`config.mk`:
```
export PLATFORM = sky130hd
export DESIGN_NAME = program_loader
export DESIGN_NICKNAME = d
export VERILOG_FILES = /design/src/rtl/micro_pkg.sv /design/src/rtl/loader_timeout.sv /design/src/rtl/program_loader.sv
export SDC_FILE = /design/constraint.sdc
export NUM_CORES = 1
export LEC_CHECK = 0
export ABC_AREA = 0
export CAP_MARGIN = 20
export CORE_ASPECT_RATIO = 1.75
export CORE_MARGIN = 10
export CORE_UTILIZATION = 45
export DETAILED_ROUTE_END_ITERATION = 12
export PLACE_DENSITY = 0.76
export SYNTH_ARGS = -nofsm -noshare
export SYNTH_HDL_FRONTEND = slang
export SYNTH_SLANG_ARGS = --single-unit
```
`constraint.sdc`:
```
create_clock -name clk -period 8.49 [get_ports clk]
set_input_delay 1.2735 -clock clk [delete_from_list [all_inputs] [get_ports clk]]
set_output_delay 1.2735 -clock clk [all_outputs]
set_load 0.05 [all_outputs]
```
`src/rtl/micro_pkg.sv`:
```
// Shared types for the microcontroller's program-memory loader.
// Loader FSM states, sticky error codes and program memory depth.
package micro_pkg;

   localparam int PM_DEPTH = 256;

   typedef enum logic [2:0] {
      IDLE,
      LEN,
      DATA,
      CHK,
      DONE,
      ERR
   } ld_state_e;

   localparam logic [1:0] ERR_NONE     = 2'b00;
   localparam logic [1:0] ERR_CHECKSUM = 2'b01;
   localparam logic [1:0] ERR_TIMEOUT  = 2'b10;

endpackage

```
`src/rtl/loader_timeout.sv`:
```
// Saturating idle counter: expired is high during the TIMEOUT_CYC-th consecutive enabled cycle,
// so the FSM leaves on the edge where the count would reach TIMEOUT_CYC.
module loader_timeout #(
   parameter int TIMEOUT_CYC = 1023
) (
   input  logic clk,
   input  logic reset,
   input  logic clear,
   input  logic enable,
   output logic expired
);

   localparam int CNT_W = $clog2(TIMEOUT_CYC + 1);
   localparam logic [CNT_W-1:0] LAST = CNT_W'(TIMEOUT_CYC - 1);
   localparam logic [CNT_W-1:0] SAT  = CNT_W'(TIMEOUT_CYC);

   logic [CNT_W-1:0] cnt_q;
   logic [CNT_W-1:0] cnt_d;

   always_comb begin
      cnt_d = cnt_q;
      if (clear) begin
         cnt_d = '0;
      end else if (enable && (cnt_q != SAT)) begin
         cnt_d = cnt_q + 1'b1;
      end
   end

   always_ff @(posedge clk or posedge reset) begin
      if (reset) begin
         cnt_q <= '0;
      end else begin
         cnt_q <= cnt_d;
      end
   end

   assign expired = enable && !clear && (cnt_q >= LAST);

endmodule

```
`src/rtl/program_loader.sv`:
```
// Loads a length-prefixed, checksummed byte stream into program memory, holding the core
// in reset until a session verifies; one write per accepted image byte, one cycle later.
module program_loader
   import micro_pkg::*;
#(
   parameter int ADDR_W      = 8,
   parameter int DATA_W      = 8,
   parameter int TIMEOUT_CYC = 1023
) (
   input  logic              clk,
   input  logic              reset,
   input  logic              start,
   input  logic              rx_valid,
   input  logic [DATA_W-1:0] rx_data,
   output logic              rx_ready,
   output logic [ADDR_W-1:0] pm_address,
   output logic [DATA_W-1:0] pm_data,
   output logic              pm_wren,
   output logic              micro_hold,
   output logic              busy,
   output logic              done,
   output logic [1:0]        error_code
);

   ld_state_e         state_q, state_d;
   logic [ADDR_W-1:0] addr_q, addr_d;
   logic [ADDR_W-1:0] rem_q, rem_d;
   logic [DATA_W-1:0] sum_q, sum_d;
   logic [ADDR_W-1:0] wr_addr_q, wr_addr_d;
   logic [DATA_W-1:0] wr_data_q, wr_data_d;
   logic              wren_q, wren_d;
   logic              hold_q, hold_d;
   logic              done_q, done_d;
   logic [1:0]        err_q, err_d;

   logic              in_session;
   logic              xfer;
   logic              expired;
   logic [DATA_W-1:0] chk_sum;

   assign in_session = (state_q == LEN) || (state_q == DATA) || (state_q == CHK);
   assign xfer       = rx_valid && in_session;
   assign chk_sum    = sum_q + rx_data;

   loader_timeout #(
      .TIMEOUT_CYC(TIMEOUT_CYC)
   ) u_timeout (
      .clk    (clk),
      .reset  (reset),
      .clear  (!in_session || xfer),
      .enable (in_session && !xfer),
      .expired(expired)
   );

   always_comb begin
      state_d   = state_q;
      addr_d    = addr_q;
      rem_d     = rem_q;
      sum_d     = sum_q;
      wr_addr_d = wr_addr_q;
      wr_data_d = wr_data_q;
      wren_d    = 1'b0;
      hold_d    = hold_q;
      done_d    = done_q;
      err_d     = err_q;

      case (state_q)
         IDLE, DONE, ERR: begin
            if (start) begin
               state_d = LEN;
               addr_d  = '0;
               rem_d   = '0;
               sum_d   = '0;
               hold_d  = 1'b1;
               done_d  = 1'b0;
               err_d   = ERR_NONE;
            end
         end
         LEN: begin
            if (xfer) begin
               state_d = DATA;
               rem_d   = ADDR_W'(rx_data);
            end else if (expired) begin
               state_d = ERR;
               err_d   = ERR_TIMEOUT;
            end
         end
         DATA: begin
            if (xfer) begin
               wren_d    = 1'b1;
               wr_addr_d = addr_q;
               wr_data_d = rx_data;
               addr_d    = addr_q + 1'b1;
               sum_d     = sum_q + rx_data;
               if (rem_q == '0) begin
                  state_d = CHK;
               end else begin
                  rem_d = rem_q - 1'b1;
               end
            end else if (expired) begin
               state_d = ERR;
               err_d   = ERR_TIMEOUT;
            end
         end
         CHK: begin
            if (xfer) begin
               // Failed images keep the core held; only a later passing session releases it.
               if (chk_sum == '0) begin
                  state_d = DONE;
                  done_d  = 1'b1;
                  hold_d  = 1'b0;
               end else begin
                  state_d = ERR;
                  err_d   = ERR_CHECKSUM;
               end
            end else if (expired) begin
               state_d = ERR;
               err_d   = ERR_TIMEOUT;
            end
         end
         default: begin
            state_d = IDLE;
         end
      endcase
   end

   always_ff @(posedge clk or posedge reset) begin
      if (reset) begin
         state_q   <= IDLE;
         addr_q    <= '0;
         rem_q     <= '0;
         sum_q     <= '0;
         wr_addr_q <= '0;
         wr_data_q <= '0;
         wren_q    <= 1'b0;
         hold_q    <= 1'b0;
         done_q    <= 1'b0;
         err_q     <= ERR_NONE;
      end else begin
         state_q   <= state_d;
         addr_q    <= addr_d;
         rem_q     <= rem_d;
         sum_q     <= sum_d;
         wr_addr_q <= wr_addr_d;
         wr_data_q <= wr_data_d;
         wren_q    <= wren_d;
         hold_q    <= hold_d;
         done_q    <= done_d;
         err_q     <= err_d;
      end
   end

   assign rx_ready   = in_session;
   assign busy       = in_session;
   assign pm_address = wr_addr_q;
   assign pm_data    = wr_data_q;
   assign pm_wren    = wren_q;
   assign micro_hold = hold_q;
   assign done       = done_q;
   assign error_code = err_q;

endmodule
```
; ---- Yosys cells after proc, flatten, opt, wreduce, memory -nomap -nowiden
; Cells that the tools add are included.
[totals]
input_bits = 12
ramBits = 0
mem_bits_ro = 0
n_memories = 0
regBits = 58
elab_cells = 93
latchBits = 0
[classes]
shifts = 0
reduce_logical = 27
n_addsub = 4
multipliers = 0
bitwise_logic = 0
n_eq_ne = 15
div_mod_pow = 0
muxes = 35
n_lt_le_gt_ge = 1
[op_table]
columns = operator, count
row1 = $mux 8, 6
row2 = $pmux 8 s2, 2
row3 = $pmux 8 s3, 1
row4 = $mux 10, 2
row5 = $mux 3, 6
row6 = $logic_not 8->1, 2
row7 = $ne 2x2->1 const B, 6
row8 = $pmux 3 s4, 1
row9 = $add 10x1->10 const B, 1
row10 = $ge 10x10->1 const B, 1
row11 = $mux 2, 5
row12 = $ne 10x10->1 const B, 1
row13 = $mux 1, 9
row14 = $add 8x1->8 const B, 1
row15 = $add 8x8->8, 1
row16 = $reduce_and 4->1, 2
row17 = $sub 8x1->8 const B, 1
row18 = $eq 3x2->1 const B, 2
row19 = $eq 3x3->1 const B, 2
row20 = $pmux 2 s3, 1
row21 = $reduce_bool 2->1, 3
row22 = $reduce_bool 3->1, 2
row23 = $logic_and 1x1->1, 5
row24 = $reduce_and 5->1, 1
row25 = other kinds (12), 18

; ---- Depth between registers and ports, before layout
; Gate-level depths: netlist of run 1.
[logic_depth]
word_depth = 11
depth_mapped = 9
ltp_nobuf = 9

; ---- Cells and area by module
; From an unflattened synthesis of run 1, not the netlist that was laid out.
[hier_totals]
cells_unflattened = 372
hier_area_um2 = 3284.4
[modules_own_cells]
columns = module, n_inst, cells_each, area_each_um2, seq_area_each_um2
row1 = program_loader, 1, 307, 2652.5, 1201.2
row2 = loader_timeout, 1, 65, 631.9, 250.2

; ---- Least setup slack after synthesis of run 1
; No wires, ideal clock.
[synth_path]
kind = input-to-reg
from = in rx_data[0]
to = reg err_q[0] (netlist: error_code[0])
cell_stages = 7
t_arrival_ns = 3.510
slack_ns = 4.859
n_path_buf = 0
cell_sequence = ha_1 > inv_1 > fa_1 > or2b_2 > or4_1 > or4b_4 > a32o_1
[synth_between]
elab_chain_cells = 4
[synth_rtl]
columns = item, line_no
row1 = from (decl), program_loader.sv:14  ; input logic [DATA_W-1:0] rx_data,
row2 = $add 8x8->8, program_loader.sv:43  ; assign chk_sum = sum_q + rx_data;
row3 = $logic_not 8->1, program_loader.sv:108  ; if (chk_sum == '0) begin
row4 = $ne 3x3->1 (no line), n/a
row5 = $reduce_and 4->1 (no line), n/a
row6 = to (signal assigned), program_loader.sv:149  ; err_q <= err_d;
row7 = to (decl), program_loader.sv:34  ; logic [1:0] err_q, err_d;
; No other way between the ends.
; A chain may end at the register's enable or synchronous reset.

; ---- Worst setup path in the final report of run 1
[layout_path]
from = in rx_valid
to = reg addr_q[7]
[layout_between]
elab_chain_cells = 3
[layout_rtl]
columns = item, line_no
row1 = from (decl), program_loader.sv:13  ; input logic rx_valid,
row2 = $logic_and 1x1->1, program_loader.sv:42  ; assign xfer = rx_valid && in_session;
row3 = $ne 2x2->1 (no line), n/a
row4 = $reduce_and 3->1 (no line), n/a
row5 = to (signal assigned), program_loader.sv:141  ; addr_q <= addr_d;
row6 = to (decl), program_loader.sv:26  ; logic [ADDR_W-1:0] addr_q, addr_d;
; No other way between the ends.

==> out/results.txt, run 1 <==
XOR/XNOR share of the synthesized area -> 4.66%
crit path max fanout -> 26
uppermost layer routed -> met4
# diodes -> 0
most frequent cells in the layout -> nand2_1, dfrtp_1, nor2_1
CP Class -> in -> reg
ys flop type -> dfrtp_1
actual slew at the worst max-slew pin -> 0.865 ns
grt ovf -> 0
initial antenna violation count -> 0
Compound-Gate Fraction of Synth Area -> 16.4%
max-slew violation count -> 0
wire per inst -> 16.3 µm
reg2reg path depth -> 7
skew final -> 0.00547 ns
post-synthesis adder-cell area fraction -> 5.66%
largest net degree at the start of global routing -> 59
CORE AREA -> 6540 µm²
Setup Buffers After CTS -> 0
number of global-route vias before repair -> 2,654
drc violations -> 0
drt pass-1 iters -> 5
Critical Path RT -> 8.67 ns
crit end category -> flip-flop
fraction of synthesized area in multiplexers -> 0%
I/O Buffers -> 34
worst-skew pair later-pin latency -> 0.32 ns
Final nets -> 395
Leakage -> 1.70 nW
sequential element share of the synthesized area -> 48.3%
clock edge transition at the registers on the reported setup and hold paths -> 0.05 ns
total track usage -> 14.8%
Mapped Area -> 3010 µm²
Root Buffer -> clkbuf_16
Synth Net Count -> 358
Final ANT Viol Nets -> 0
CTS max path bufs -> 2
IO Count -> 35
DP HPWL -> 5240 µm
Netlist cell types -> 48
first element of the critical path -> rx_valid
Starting Density -> 46.0%
first-pass GRT wire length -> 12,400 µm
met2 WL -> 4060 µm
Slew HR -> 42.3%
Via density -> 5.70
final hold violation count -> 0
main combinational cell family by area after synthesis -> simple AND/OR/NAND/NOR gates
post-synthesis async set-or-reset flop share -> 100%
DRT iter0 DRCs -> 339
Min Clock Period, post-route -> 4.72 ns
Max VDD drop -> 0.222 mV
Post-Route Setup TNS -> 0 ns
TritonCTS Buffers -> 9
met3 WL -> 397 µm
post-cts gate resize count -> 0
origin of the critical flop-to-flop path -> state_q[0]
TritonCTS clock tree -> built
synthesized flop and latch total -> 58
outcome -> complete, no violations
fraction of layout cells with a size suffix above 1 -> 6.93%
Area after DPL -> 3410 µm²
setup violators final -> 0
DRT Wirelength -> 7460 µm
Via Count -> 2,607
Die Y-Extent -> 128 µm
crit start category -> input pin
Synth Area in Simple Gates -> 21.7%
hold buffer count at CTS -> 0
Hold Crit Class -> reg -> reg
most area-consuming cells after synthesis -> dfrtp_1, nand2_1, ha_1
Syn-to-layout area delta -> 25.0%
Die W -> 81.8 µm
RePlAce Congestion -> 0.860
most common cell after layout, fill and taps aside -> nand2_1
Final Cycle Share -> 55.6%
Critical R2R Capture -> addr_q[7]
worst setup path end -> addr_q[7]
# Max-Cap Violations -> 0
most area-hungry cell type in the Yosys netlist -> dfrtp_1
unrepaired setup endpoints after global routing -> false
final instance area -> 3760 µm²
M1 WL -> 2820 µm
Critical Path AT -> 4.90 ns
die area -> 10,500 µm²
fmax -> 212 MHz
# H-tree levels -> 3
Post-synth EDFFs -> 0
clk sink count -> 58
Post-Syn Instances -> 333
reg-to-reg slack, setup -> 4.76 ns
Syn Area/Cell -> 9.03 µm²
Pwr Density -> 374 nW/µm²
Ys Warns -> 0
top cell type's share of synthesized area -> 48.3%
row count -> 39
## power by group
part / switching, mW / total (mW) / leakage [nW] / internal [mW]
logic: 0.368 / 0.569 / 0.758 / 0.201
clock network: 0.129 / 0.415 / 0.166 / 0.286
registers: 0.0705 / 0.421 / 0.774 / 0.351
total: 0.568 / 1.41 / 1.70 / 0.838
## through the flow
stage          setup slack (ns)  power (mW)  util [%]  hold slack [ns]  cells
6_report                   3.77        1.41      57.5            0.485    457
5_1_grt                    3.43        1.49      57.5            0.500    457
4_1_cts                    3.78        1.41      57.4            0.486    456
3_5_place_dp               3.50       0.983      52.1            0.462    440
3_3_place_gp               3.68       0.972      52.1            0.469    440
2_1_floorplan              4.86       0.826         -            0.454    333
## cell type report
cell class	instances	area, µm²
clock buffer	9	225
clock inverter	7	116
fill	590	2780
inverter	14	52.6
multi-input combinational	251	1460
sequential	58	1450
tap	82	103
timing repair buffer	36	355
## per-layer routing
layer / track usage [%] / vias up
met5: 0 / -
met4: 6.74 / 0
met3: 3.86 / 19
met2: 26.0 / 81
met1: 15.9 / 1266
li1: - / 1241
## logic make-up after synthesis
| kind of cell | after synthesis |
|---|---|
| AO/OA/AOI/OAI | 75 |
| XOR/XNOR | 16 |
| adder cells (fa/ha/maj) | 13 |
| buffers and inverters | 24 |
| flip-flops | 58 |
| AND/OR/NAND/NOR | 147 |
## synth_stat cells, types with 2 or more instances
cell,n
clkbuf_1,7
inv_1,13
xor2_1,12
nor3_1,7
a21oi_1,16
a211oi_1,4
o21ai_0,25
dfrtp_1,58
nor2b_1,2
nand2b_1,2
a22oi_1,3
ha_1,12
nor2_1,39
and3_1,4
xnor2_1,4
a41oi_1,2
a22o_1,5
a32o_1,2
nand2_1,65
nand4_1,5
nor4_1,2
a31oi_1,6
nand3_1,13
## how the worst min path moves through the flow
stage | start | end | slack (ns) | cells after the start
floorplan | sum_q[6] | sum_q[6] | 0.45 | 2
global placement | pm_data[0] | pm_data[0] | 0.47 | 2
detailed placement | pm_address[6] | pm_address[6] | 0.46 | 2
CTS | pm_data[2] | pm_data[2] | 0.49 | 2
global route | pm_data[2] | pm_data[2] | 0.50 | 2
finish | pm_address[7] | pm_address[7] | 0.48 | 2
## registers in the layout, indices dropped and copies added, names as in the netlist
signal,flops
addr_q,8
pm_wren,1
pm_address,8
rem_q,8
done,1
error_code,2
micro_hold,1
pm_data,8
u_timeout.cnt_q,10
state_q,3
sum_q,8
## worst max-delay path, stage by stage
cell and delay [ns]:
clkdlybuf4s50_1 0.50, nor2b_1 0.22, nand3b_1 0.59, clkinv_1 0.81, a21oi_1 0.92, nor2_1 0.22
nand3_1 0.16, xor2_1 0.15, nor2_1 0.05
(Power assumes the default switching activity.)
==> inputs of run 2 (changes only) <==
Clock period 8.49 ns to 4.7 ns, I/O delays scaled along.
==> run 2 against run 1 <==
  * Sequential share of layout area rose by 0.42 points
  * Via count fell by 1.3%
  * Hold slack got worse by 0.0057 ns
  * Register-to-register slack got worse by 2.9 ns
  * Critical endpoint is now error_code[0]
==> out/results.txt, run 2 (same netlist as run 1, synthesis figures left out) <==
skew final -> 0.00828 ns
# H-tree levels -> 3
Critical Path AT -> 3.59 ns
Max VDD drop -> 0.428 mV
final hold violation count -> 0
Via Count -> 2,574
most frequent cells in the layout -> nand2_1, dfrtp_1, nor2_1
Setup Buffers After CTS -> 0
max FFs per register -> 10
worst setup path end -> error_code[0]
Slew HR -> 52.6%
Syn-to-layout area delta -> 23.6%
setup violators final -> 0
Critical Path RT -> 4.92 ns
CTS max path bufs -> 2
dpl cells -> 442
Final Non-Filler Cells -> 458
RePlAce Congestion -> 0.885
Min Clock Period, post-route -> 3.37 ns
worst-skew pair later-pin latency -> 0.33 ns
max-slew violation count -> 0
Root Buffer -> clkbuf_16
IO Count -> 35
Post-Route Setup TNS -> 0 ns
actual slew at the worst max-slew pin -> 0.706 ns
DRT iter0 DRCs -> 161
wire per inst -> 16.2 µm
row count -> 39
first element of the critical path -> rx_data[0]
fmax -> 296 MHz
# Max-Cap Violations -> 0
Tot Pwr -> 2.41 mW
Final Cycle Share -> 71.8%
reg-to-reg slack, setup -> 1.86 ns
Leakage -> 1.68 nW
# diodes -> 0
initial antenna violation count -> 0
Die Y-Extent -> 128 µm
post-cts gate resize count -> 0
DRT Wirelength -> 7400 µm
crit path max fanout -> 5
CP Class -> in -> reg
clock edge transition at the registers on the reported setup and hold paths -> 0.05 ns
origin of the critical flop-to-flop path -> state_q[0]
hold buffer count at CTS -> 0
die area -> 10,500 µm²
TritonCTS clock tree -> built
fraction of layout cells with a size suffix above 1 -> 6.65%
unrepaired setup endpoints after global routing -> false
reg2reg path depth -> 9
clk sink count -> 58
Critical R2R Capture -> addr_q[7]
Final ANT Viol Nets -> 0
drc violations -> 0
crit start category -> input pin
Via density -> 5.62
outcome -> complete, no violations
largest net degree at the start of global routing -> 44
hold_ws -> 0.479 ns
Pwr Density -> 649 nW/µm²
Hold Crit Class -> reg -> reg
grt ovf -> 0
drt pass-1 iters -> 5
CORE AREA -> 6540 µm²
Die W -> 81.8 µm
total track usage -> 14.9%
most common cell after layout, fill and taps aside -> nand2_1
crit end category -> flip-flop
most flop-heavy register -> u_timeout.cnt_q
Starting Density -> 46.0%
I/O Buffers -> 34
TritonCTS Buffers -> 9
DP HPWL -> 5400 µm
first-pass GRT wire length -> 12,300 µm
number of global-route vias before repair -> 2,580
Final nets -> 397
==> run 2: cell count changes in the layout (fill, tap and decap cells not counted) <==
| cell | change |
|---|---|
| bufinv_16 | -2 |
| clkbuf_8 | +1 |
| clkbuf_4 | -1 |
| inv_6 | -1 |
| clkbuf_1 | +2 |
| clkinvlp_4 | -1 |
| buf_4 | +3 |
==> run 2: worst min-delay path by stage <==
stage | cells past startpoint | to | startpoint | slack (ns)
floorplan | 2 | sum_q[6] | sum_q[6] | 0.45
global placement | 2 | pm_address[6] | pm_address[6] | 0.47
detailed placement | 2 | pm_address[7] | pm_address[7] | 0.47
CTS | 2 | pm_data[6] | pm_data[6] | 0.49
global route | 2 | pm_data[4] | pm_data[4] | 0.51
finish | 2 | pm_address[3] | pm_address[3] | 0.48
==> run 2: area by class of cell <==
| class | instances | area, µm² |
|---|---|---|
| Fill cell | 607 | 2820 |
| Multi-Input combinational cell | 251 | 1460 |
| Clock buffer | 12 | 246 |
| Sequential cell | 58 | 1450 |
| Timing Repair Buffer | 38 | 370 |
| Inverter | 14 | 52.6 |
| Clock inverter | 3 | 40.0 |
| Tap cell | 82 | 103 |
==> run 2: where the power goes <==
part / switching [mW] / total, mW / internal [mW]
registers: 0.127 / 0.761 / 0.634
clock network: 0.208 / 0.627 / 0.418
logic: 0.658 / 1.03 / 0.369
total: 0.993 / 2.41 / 1.42
==> run 2: per-stage QoR <==
stage	setup WS, ns	area, µm²	util (%)
floorplan	1.64	3010	-
global placement	1.02	3420	52.4
detailed placement	0.996	3420	52.4
CTS	1.34	3710	56.8
global route	1.22	3720	56.9
finish	1.33	3720	56.9
==> run 2: metal layers <==
metal	routed length [µm]	vias to the layer above	track usage (%)	share of wire (%)
met5	0	-	0	0
met4	204	0	7.44	2.8
met3	388	15	5.20	5.2
met2	3880	66	25.4	52
met1	2930	1255	15.6	40
li1	-	1238	-	-
==> run 2: worst max-delay path, stage by stage <==
cell,delay [ns]
clkdlybuf4s50_1,0.51
ha_1,0.20
inv_1,0.06
fa_1,0.39
nand2b_1,0.18
a21oi_1,0.16
xor2_1,0.10
or4_1,0.47
or4b_4,0.59
a32o_1,0.23
==> inputs of run 3 (changes only) <==
Clock period 4.7 ns to 3.4 ns, I/O delays scaled along.
==> run 3 against run 2 <==
  * Register-to-register slack worse by 1.2 ns
  * Design area up 2.1%
  * Utilization up 1.2 points
  * Combinational power up 41%
  * Critical path type unchanged
  * Setup slack worse by 1.0 ns
  * Die area unchanged
  * Count of clock-buffer cells in the layout down 3
  * Global-route usage up 0.21 points
==> out/results.txt, run 3 (same netlist as run 1, synthesis figures left out) <==
fmax -> 322 MHz
RePlAce Congestion -> 0.867
clock edge transition at the registers on the reported setup and hold paths -> 0.06 ns
Min Clock Period, post-route -> 3.10 ns
CORE AREA -> 6540 µm²
most flop-heavy register -> u_timeout.cnt_q
Starting Density -> 46.0%
IO Count -> 35
final instance area -> 3800 µm²
unrepaired setup endpoints after global routing -> false
Critical Path AT -> 3.32 ns
wire per inst -> 15.9 µm
row count -> 39
first-pass GRT wire length -> 12,400 µm
Via Count -> 2,560
setup violators final -> 0
clk sink count -> 58
Sw Ratio -> 41.2%
actual slew at the worst max-slew pin -> 0.889 ns
drc violations -> 0
worst-skew pair later-pin latency -> 0.33 ns
Slew HR -> 40.7%
Area after DPL -> 3460 µm²
outcome -> complete, no violations
I/O Buffers -> 34
crit start category -> input pin
die area -> 10,500 µm²
DP HPWL -> 5190 µm
DRT iter0 DRCs -> 214
largest net degree at the start of global routing -> 59
DRT Wirelength -> 7380 µm
Setup Buffers After CTS -> 0
hold buffer count at CTS -> 0
number of global-route vias before repair -> 2,605
total track usage -> 15.1%
Root Buffer -> clkbuf_16
Leakage -> 1.72 nW
TritonCTS clock tree -> built
Critical Path RT -> 3.62 ns
post-cts gate resize count -> 0
Pwr Density -> 918 nW/µm²
CTS max path bufs -> 2
fraction of layout cells with a size suffix above 1 -> 8.64%
max-slew violation count -> 0
grt ovf -> 0
Die W -> 81.8 µm
TritonCTS Buffers -> 9
switching power total -> 1.44 mW
Logic pwr share -> 41.6%
skew final -> 0.00465 ns
Syn-to-layout area delta -> 26.2%
most frequent cells in the layout -> nand2_1, dfrtp_1, nor2_1
Via density -> 5.52
sequential share of power -> 30.0%
# Max-Cap Violations -> 0
hold_ws -> 0.477 ns
Final ANT Viol Nets -> 0
crit end category -> flip-flop
Post-Route Setup TNS -> 0 ns
Tot Pwr -> 3.48 mW
crit path max fanout -> 5
Max VDD drop -> 0.558 mV
initial antenna violation count -> 0
max FFs per register -> 10
most common cell after layout, fill and taps aside -> nand2_1
final hold violation count -> 0
Final Cycle Share -> 91.2%
# diodes -> 0
Die Y-Extent -> 128 µm
drt pass-1 iters -> 4
Hold Crit Class -> reg -> reg
# H-tree levels -> 3
clock network fraction of design power -> 28.4%
Pint -> 2.05 mW
Final nets -> 402
CP Class -> in -> reg
-- run 3: cell count changes in the layout (fill, tap and decap cells not counted), moves of 2 or more --
cell        change
buf_4           +4
clkbuf_1        -2
clkinv_2        -2
clkinvlp_4      +2
inv_6           +2
-- run 3: layout make-up --
cell class	instances	area, µm²
clock buffer	9	225
tap	82	103
sequential	58	1450
timing repair buffer	43	408
clock inverter	7	101
multi-input combinational	251	1460
fill	608	2740
inverter	14	52.6
-- run 3: stage by stage --
step | setup WS [ns] | util (%) | instances
2_1_floorplan | 0.532 | - | 333
3_3_place_gp | -0.0175 | 52.9 | 447
3_5_place_dp | -0.0565 | 52.9 | 447
4_1_cts | 0.305 | 57.9 | 463
5_1_grt | 0.140 | 58.1 | 464
6_report | 0.298 | 58.1 | 464
-- run 3: layer usage --
layer | wire length [µm] | up-vias | GRT usage, %
li1 | - | 1252 | -
met1 | 2880 | 1239 | 16.3
met2 | 3930 | 53 | 25.1
met3 | 382 | 16 | 4.99
met4 | 193 | 0 | 8.25
met5 | 0 | - | 0
-- run 3: critical path, cell delays in order --
cell             delay (ns)
clkdlybuf4s50_1        0.49
ha_1                   0.17
inv_1                  0.05
fa_1                   0.38
nand2b_1               0.17
a21oi_1                0.16
xor2_1                 0.10
or4_1                  0.47
or4b_4                 0.59
a32o_1                 0.23
-- run 3: path summary, 6_finish.rpt --
kind,startpoint,cells after the start,slack [ns],end
min in group asynchronous,reset,3,0.69,u_timeout.cnt_q[8]
worst min-delay path,pm_address[3],2,0.48,pm_address[3]
worst min register to register,pm_address[3],2,0.48,pm_address[3]
worst max-delay path,rx_data[0],10,0.30,error_code[0]
max in group asynchronous,reset,3,2.22,rem_q[5]
worst max register to register,sum_q[0],9,0.62,error_code[0]
-- run 3: power groups by stage --
| stage | sequential (mW) | clock, mW | combinational, mW |
|---|---|---|---|
| floorplan | 1.23 | 0 | 0.837 |
| global placement | 1.04 | 0 | 1.41 |
| detailed placement | 1.05 | 0 | 1.44 |
| CTS | 1.04 | 1.00 | 1.45 |
| global route | 1.07 | 1.03 | 1.60 |
| finish | 1.05 | 0.989 | 1.45 |
